**config.mk**
```make
export PLATFORM = sky130hd
export DESIGN_NAME = logs_orbit_sequencer
export DESIGN_NICKNAME = d
export VERILOG_FILES = /design/src/rtl/logs_orbit_sequencer.sv
export SDC_FILE = /design/constraint.sdc
export NUM_CORES = 1
export LEC_CHECK = 0
export CORE_ASPECT_RATIO = 1.5
export CORE_MARGIN = 4
export CORE_UTILIZATION = 59
export CTS_BUF_LIST = sky130_fd_sc_hd__clkbuf_8
export DETAILED_ROUTE_END_ITERATION = 7
export HOLD_SLACK_MARGIN = 0.02
export PLACE_DENSITY = 0.83
export SLEW_MARGIN = 20
export SYNTH_ARGS = -nofsm -noshare
export SYNTH_HDL_FRONTEND = slang
export SYNTH_SLANG_ARGS = --single-unit
```
**constraint.sdc**
```tcl
create_clock -name clk -period 8.05 [get_ports clk]
set_clock_uncertainty 0.2 [all_clocks]
set_input_delay 2.0125 -clock clk [delete_from_list [all_inputs] [get_ports clk]]
set_output_delay 2.0125 -clock clk [all_outputs]
set_load 0.01 [all_outputs]
```
**src/rtl/logs_orbit_sequencer.sv**
```systemverilog
// Logistic-map orbit sequencer: sweeps r, seeds x, burns off transients and
// streams (x, r) orbit points over valid/ready for a bifurcation plotter.

module logs_iterate_map #(
  parameter int FRAC = 4
) (
  input  logic [FRAC-1:0] x,
  input  logic [FRAC+1:0] r,
  output logic [FRAC-1:0] next_x
);
  localparam logic [FRAC:0] ONE = {1'b1, {FRAC{1'b0}}};

  logic [FRAC:0]     one_m_x;
  logic [2*FRAC:0]   xx;
  logic [FRAC-1:0]   p;
  logic [2*FRAC+1:0] rp;

  // x*(1-x) <= 0.25 and r < 4, so both truncated products stay inside [0,1)
  assign one_m_x = ONE - {1'b0, x};
  assign xx      = {{(FRAC+1){1'b0}}, x} * {{FRAC{1'b0}}, one_m_x};
  assign p       = xx[2*FRAC-1:FRAC];
  assign rp      = {{FRAC{1'b0}}, r} * {{(FRAC+2){1'b0}}, p};
  assign next_x  = rp[2*FRAC-1:FRAC];
endmodule

module logs_orbit_sequencer #(
  parameter int FRAC    = 4,
  parameter int BURN_IN = 16,
  parameter int SAMPLES = 8,
  parameter logic [FRAC-1:0] X0 = FRAC'(2**(FRAC-1))
) (
  input  logic            clk,
  input  logic            rst_n,
  input  logic            ena,
  input  logic            start,
  input  logic [FRAC+1:0] r_start,
  input  logic [FRAC+1:0] r_step,
  input  logic [7:0]      r_steps,
  output logic            out_valid,
  input  logic            out_ready,
  output logic [FRAC-1:0] out_x,
  output logic [FRAC+1:0] out_r,
  output logic            busy,
  output logic            done
);
  localparam logic [7:0] BURN_N = 8'(BURN_IN);
  localparam logic [7:0] SAMP_N = 8'(SAMPLES);

  typedef enum logic [2:0] {IDLE, SEED, BURN, EMIT, NEXT_R} state_t;

  state_t          state;
  logic [FRAC-1:0] x_reg, next_x;
  logic [FRAC+1:0] r_reg;
  logic [7:0]      burn_cnt, samp_cnt, r_left;
  logic            done_q;

  logs_iterate_map #(.FRAC(FRAC)) u_map (
    .x      (x_reg),
    .r      (r_reg),
    .next_x (next_x)
  );

  always_ff @(posedge clk or negedge rst_n) begin
    if (!rst_n) begin
      state    <= IDLE;
      x_reg    <= X0;
      r_reg    <= '0;
      burn_cnt <= '0;
      samp_cnt <= '0;
      r_left   <= '0;
      done_q   <= 1'b0;
    end else if (ena) begin
      done_q <= 1'b0;
      case (state)
        IDLE: if (start) begin
          r_reg  <= r_start;
          r_left <= r_steps;
          if (r_steps == 8'd0) done_q <= 1'b1;
          else                 state  <= SEED;
        end
        SEED: begin
          x_reg    <= X0;
          burn_cnt <= BURN_N;
          if (BURN_N == 8'd0) begin
            state    <= EMIT;
            samp_cnt <= SAMP_N;
          end else begin
            state <= BURN;
          end
        end
        BURN: begin
          x_reg    <= next_x;
          burn_cnt <= burn_cnt - 8'd1;
          if (burn_cnt == 8'd1) begin
            state    <= EMIT;
            samp_cnt <= SAMP_N;
          end
        end
        EMIT: if (out_ready) begin
          // each accepted point advances the orbit by exactly one iteration
          x_reg    <= next_x;
          samp_cnt <= samp_cnt - 8'd1;
          if (samp_cnt == 8'd1) state <= NEXT_R;
        end
        NEXT_R: begin
          r_left <= r_left - 8'd1;
          if (r_left == 8'd1) begin
            state  <= IDLE;
            done_q <= 1'b1;
          end else begin
            r_reg <= r_reg + r_step;
            state <= SEED;
          end
        end
        default: state <= IDLE;
      endcase
    end
  end

  assign out_valid = (state == EMIT) & ena;
  assign done      = done_q & ena;
  assign busy      = (state != IDLE);
  assign out_x     = x_reg;
  assign out_r     = r_reg;
endmodule

```
==> results by group <==
Run status
  – Outcome: finished clean

Setup path
  – Critical path class: register to register
  – Worst-path fanout max: 9
  – Worst reg-to-reg path cell count: 24
  – Required time of the critical path: 8080 ps
  – Critical path arrival: between 6000 and 7000 ps
  – Reg-to-reg slack, setup: about 1800 ps
  – Startpoint types: register
  – Kind of capture point of the worst setup path: register

Run
  – Maximum capacitance violations: 0

Global routing
  – Number of global-route vias before repair: between 2000 and 3000
  – Global-route wire length before repair: 12.8 mm
  – Met2 Track Usage GR: 43.3%
  – Pin count of the biggest net entering global routing: 39
  – GRT overflow: 0
  – All-Layer GR Usage: ~22%
  – Global-route layer with the greatest usage: met2
  – Global routing usage on met3: 1.90%
  – Number of antenna violations at the first check in global routing: 0
  – Met1 demand-to-capacity share in global routing: between 20% and 30%

Power and ir drop
  – Power Dens Cells: approximately 420 nW/um^2
  – Peak supply drop: 0.000185 V
  – Total power of the final layout: roughly 1.6 mW
  – Static Leak: 1.74 nW

Clock tree
  – Clock latency reported for the late side of the worst-skew pair: around 290 ps
  – Maximum number of buffers from clock root to sink: 2
  – Clock sinks: 38
  – CTS H-Tree Depth: 2
  – Buffer cell driving the clock tree root: sky130_fd_sc_hd__clkbuf_8
  – Post-cts repair resize count: 0
  – Number of hold buffers added after cts: 0
  – TritonCTS clock tree: built
  – Cts bufs inserted: 5
  – Clock slew at reported path FFs: 80 ps
  – Number of setup buffers added after CTS: 0

Final layout
  – Antenna cell count: 0
  – Utilization of the core after routing: between 70% and 80%
  – Nets: 498
  – Share of cells above drive strength 1: about 4.4%
  – Post-route non-filler standard cell count: around 500
  – Highest-count cells in the layout ignoring fill and taps: sky130_fd_sc_hd__nor2_1, sky130_fd_sc_hd__nand2_1, sky130_fd_sc_hd__dfrtp_1
  – Leading cell type in the layout, fill and taps excluded: sky130_fd_sc_hd__nor2_1
  – Area grow syn2layout: 15.4%
  – Final standard cell area without fillers: about 3800 um^2
  – Filler instances: about 460

STA
  – Worst hold-check slack: 285 ps
  – Worst slew margin relative to its limit: between 30% and 40%
  – Highest clock rate: 160 MHz
  – Minimum clock period after layout: slightly above 6000 ps
  – Worst Setup Slack, final: 1820 ps
  – Final Slew Violations: 0
  – Worst slew pin tran: a little under 1000 ps
  – Unrepaired setup endpoints after global routing: false
  – Final setup TNS: 0 ps
  – Number of endpoints failing setup at the final stage: 0
  – Total count of hold-check failures in the final report: 0
  – Final Cycle Share: between 70 and 80%

Floorplan
  – Core box area: roughly 5500 um^2
  – Die X: slightly below 70 um
  – Die height: approximately 100 um
  – Total I/O pin count: 38
  – Effective utilization at floorplan: roughly three fifths
  – FP Rows: 33
  – Die Footprint: around 6900 um^2

Routing
  – Routed wire per std cell: around 15 um
  – Number of vias per cell: roughly 5.7
  – Via count: 2849
  – Number of DRC violations after detailed-routing iteration 0: around 110
  – Remaining antenna violation count after routing: 0
  – Residual DRC: 0
  – Final Routed Wirelength: approximately 7.3 mm
  – Pre-Repair DR Iteration Count: 4

Yosys
  – Average size of a mapped cell: 8.47 um^2
  – Cells after synthesis: between 300 and 400
  – Synth warnings: 0
  – Number of enable-type register cells in the synthesized netlist: 0
  – Proportion of synthesized chip area in sequential cells: between 20% and 30%
  – Post-synth top flop: sky130_fd_sc_hd__dfrtp_1
  – Yosys reg bits: 38
  – Distinct cell type count after synthesis: 54
  – Async set-or-reset flop fraction in the synthesized netlist: 100%
  – Combined area of all synthesized cells: ~3300 um^2
  – Post-Syn Nets: 463

Placed design
  – # placed instances: roughly 500
  – Post-DP Area: roughly 3700 um^2
  – Worst setup slack after placement: between 1500 and 2000 ps
  – Number of port buffers: 37
  – Total half-perimeter wirelength after legalization and detailed placement: ~5.6 mm
  – RD Place Congestion: 0.831

Worst hold path
  – Kind of path behind the tightest hold check: register to register
  – Hold depth: 1
cell families (layout without fill, tap and decap cells):
family          after synthesis  count (layout)  synth area share, %
compound gates               94              94                 17.5
xor+xnor                     23              23                 6.07
fa+ha+maj                    46              46                 20.3
buf+inv                      41              77                 4.75
flops                        38              38                 28.7
mux                           2               2                0.641
other cells                   1               1                0.113
simple gates                147             147                 22.0
where the power goes:
part / internal (mW) / total [mW] / switching, mW
Combinational: 0.470 / 1.08 / 0.606
Clock: 0.0689 / 0.140 / 0.0710
Sequential: 0.271 / 0.391 / 0.120
routing by layer:
layer | part of all wire [%] | up-vias
met3 | 2.1 | 13
met5 | 0 | -
met4 | 2.4 | 0
met2 | 56 | 43
met1 | 40 | 1369
li1 | - | 1424
worst max-delay path: stages, from the launching register on:
cell and delay (ps):
sky130_fd_sc_hd__dfrtp_1 500, sky130_fd_sc_hd__inv_1 140, sky130_fd_sc_hd__ha_1 320, sky130_fd_sc_hd__and2_1 180, sky130_fd_sc_hd__fa_1 530, sky130_fd_sc_hd__inv_1 50, sky130_fd_sc_hd__fa_1 520, sky130_fd_sc_hd__inv_1 40
sky130_fd_sc_hd__ha_1 250, sky130_fd_sc_hd__a21oi_1 190, sky130_fd_sc_hd__o21ai_2 110, sky130_fd_sc_hd__a21oi_1 180, sky130_fd_sc_hd__xor2_1 270, sky130_fd_sc_hd__nand2_1 120, sky130_fd_sc_hd__fa_1 520, sky130_fd_sc_hd__fa_1 550
sky130_fd_sc_hd__inv_1 40, sky130_fd_sc_hd__ha_1 280, sky130_fd_sc_hd__nand4_1 90, sky130_fd_sc_hd__nor2_1 60, sky130_fd_sc_hd__a2111oi_0 460, sky130_fd_sc_hd__o21bai_1 150, sky130_fd_sc_hd__xor2_1 170, sky130_fd_sc_hd__xnor2_1 130
sky130_fd_sc_hd__a21oi_1 140
worst paths after layout:
kind,from,to
worst max-delay path,out_x[0],out_x[3]
worst min-delay path,done_q,done_q
worst max register to register,out_x[0],out_x[3]
worst min register to register,done_q,done_q
max in group asynchronous,rst_n,burn_cnt[4]
min in group asynchronous,rst_n,r_left[6]
cell usage after synthesis, drive strengths merged (6+ instances only):
cell type	number	share of area [%]
dfrtp	37	28
xnor2	11	2.9
xor2	12	3.2
nor3	18	2.7
and2	14	2.6
clkbuf	6	0.68
o21ai	36	5.5
nor2	39	4.5
nand3	10	1.7
inv	32	3.6
fa	13	7.8
a21oi	26	3.9
nand2	37	4.2
ha	33	12
state kept, by name (all words and copies together), names as in the netlist:
name / count
r_left: 8
samp_cnt: 8
done_q: 1
out_x: 4
state: 3
out_r: 6
burn_cnt: 8
area by class of cell:
cell class | count | area [um^2] | area share (%)
Multi-Input combinational cell | 313 | 2210 | 57.7
Sequential cell | 38 | 952 | 24.9
Timing Repair Buffer | 37 | 365 | 9.54
Inverter | 32 | 120 | 3.14
Tap cell | 70 | 87.6 | 2.29
Clock buffer | 6 | 82.6 | 2.16
Clock inverter | 2 | 12.5 | 0.327
Note: power is estimated with default switching activity, not from simulation.
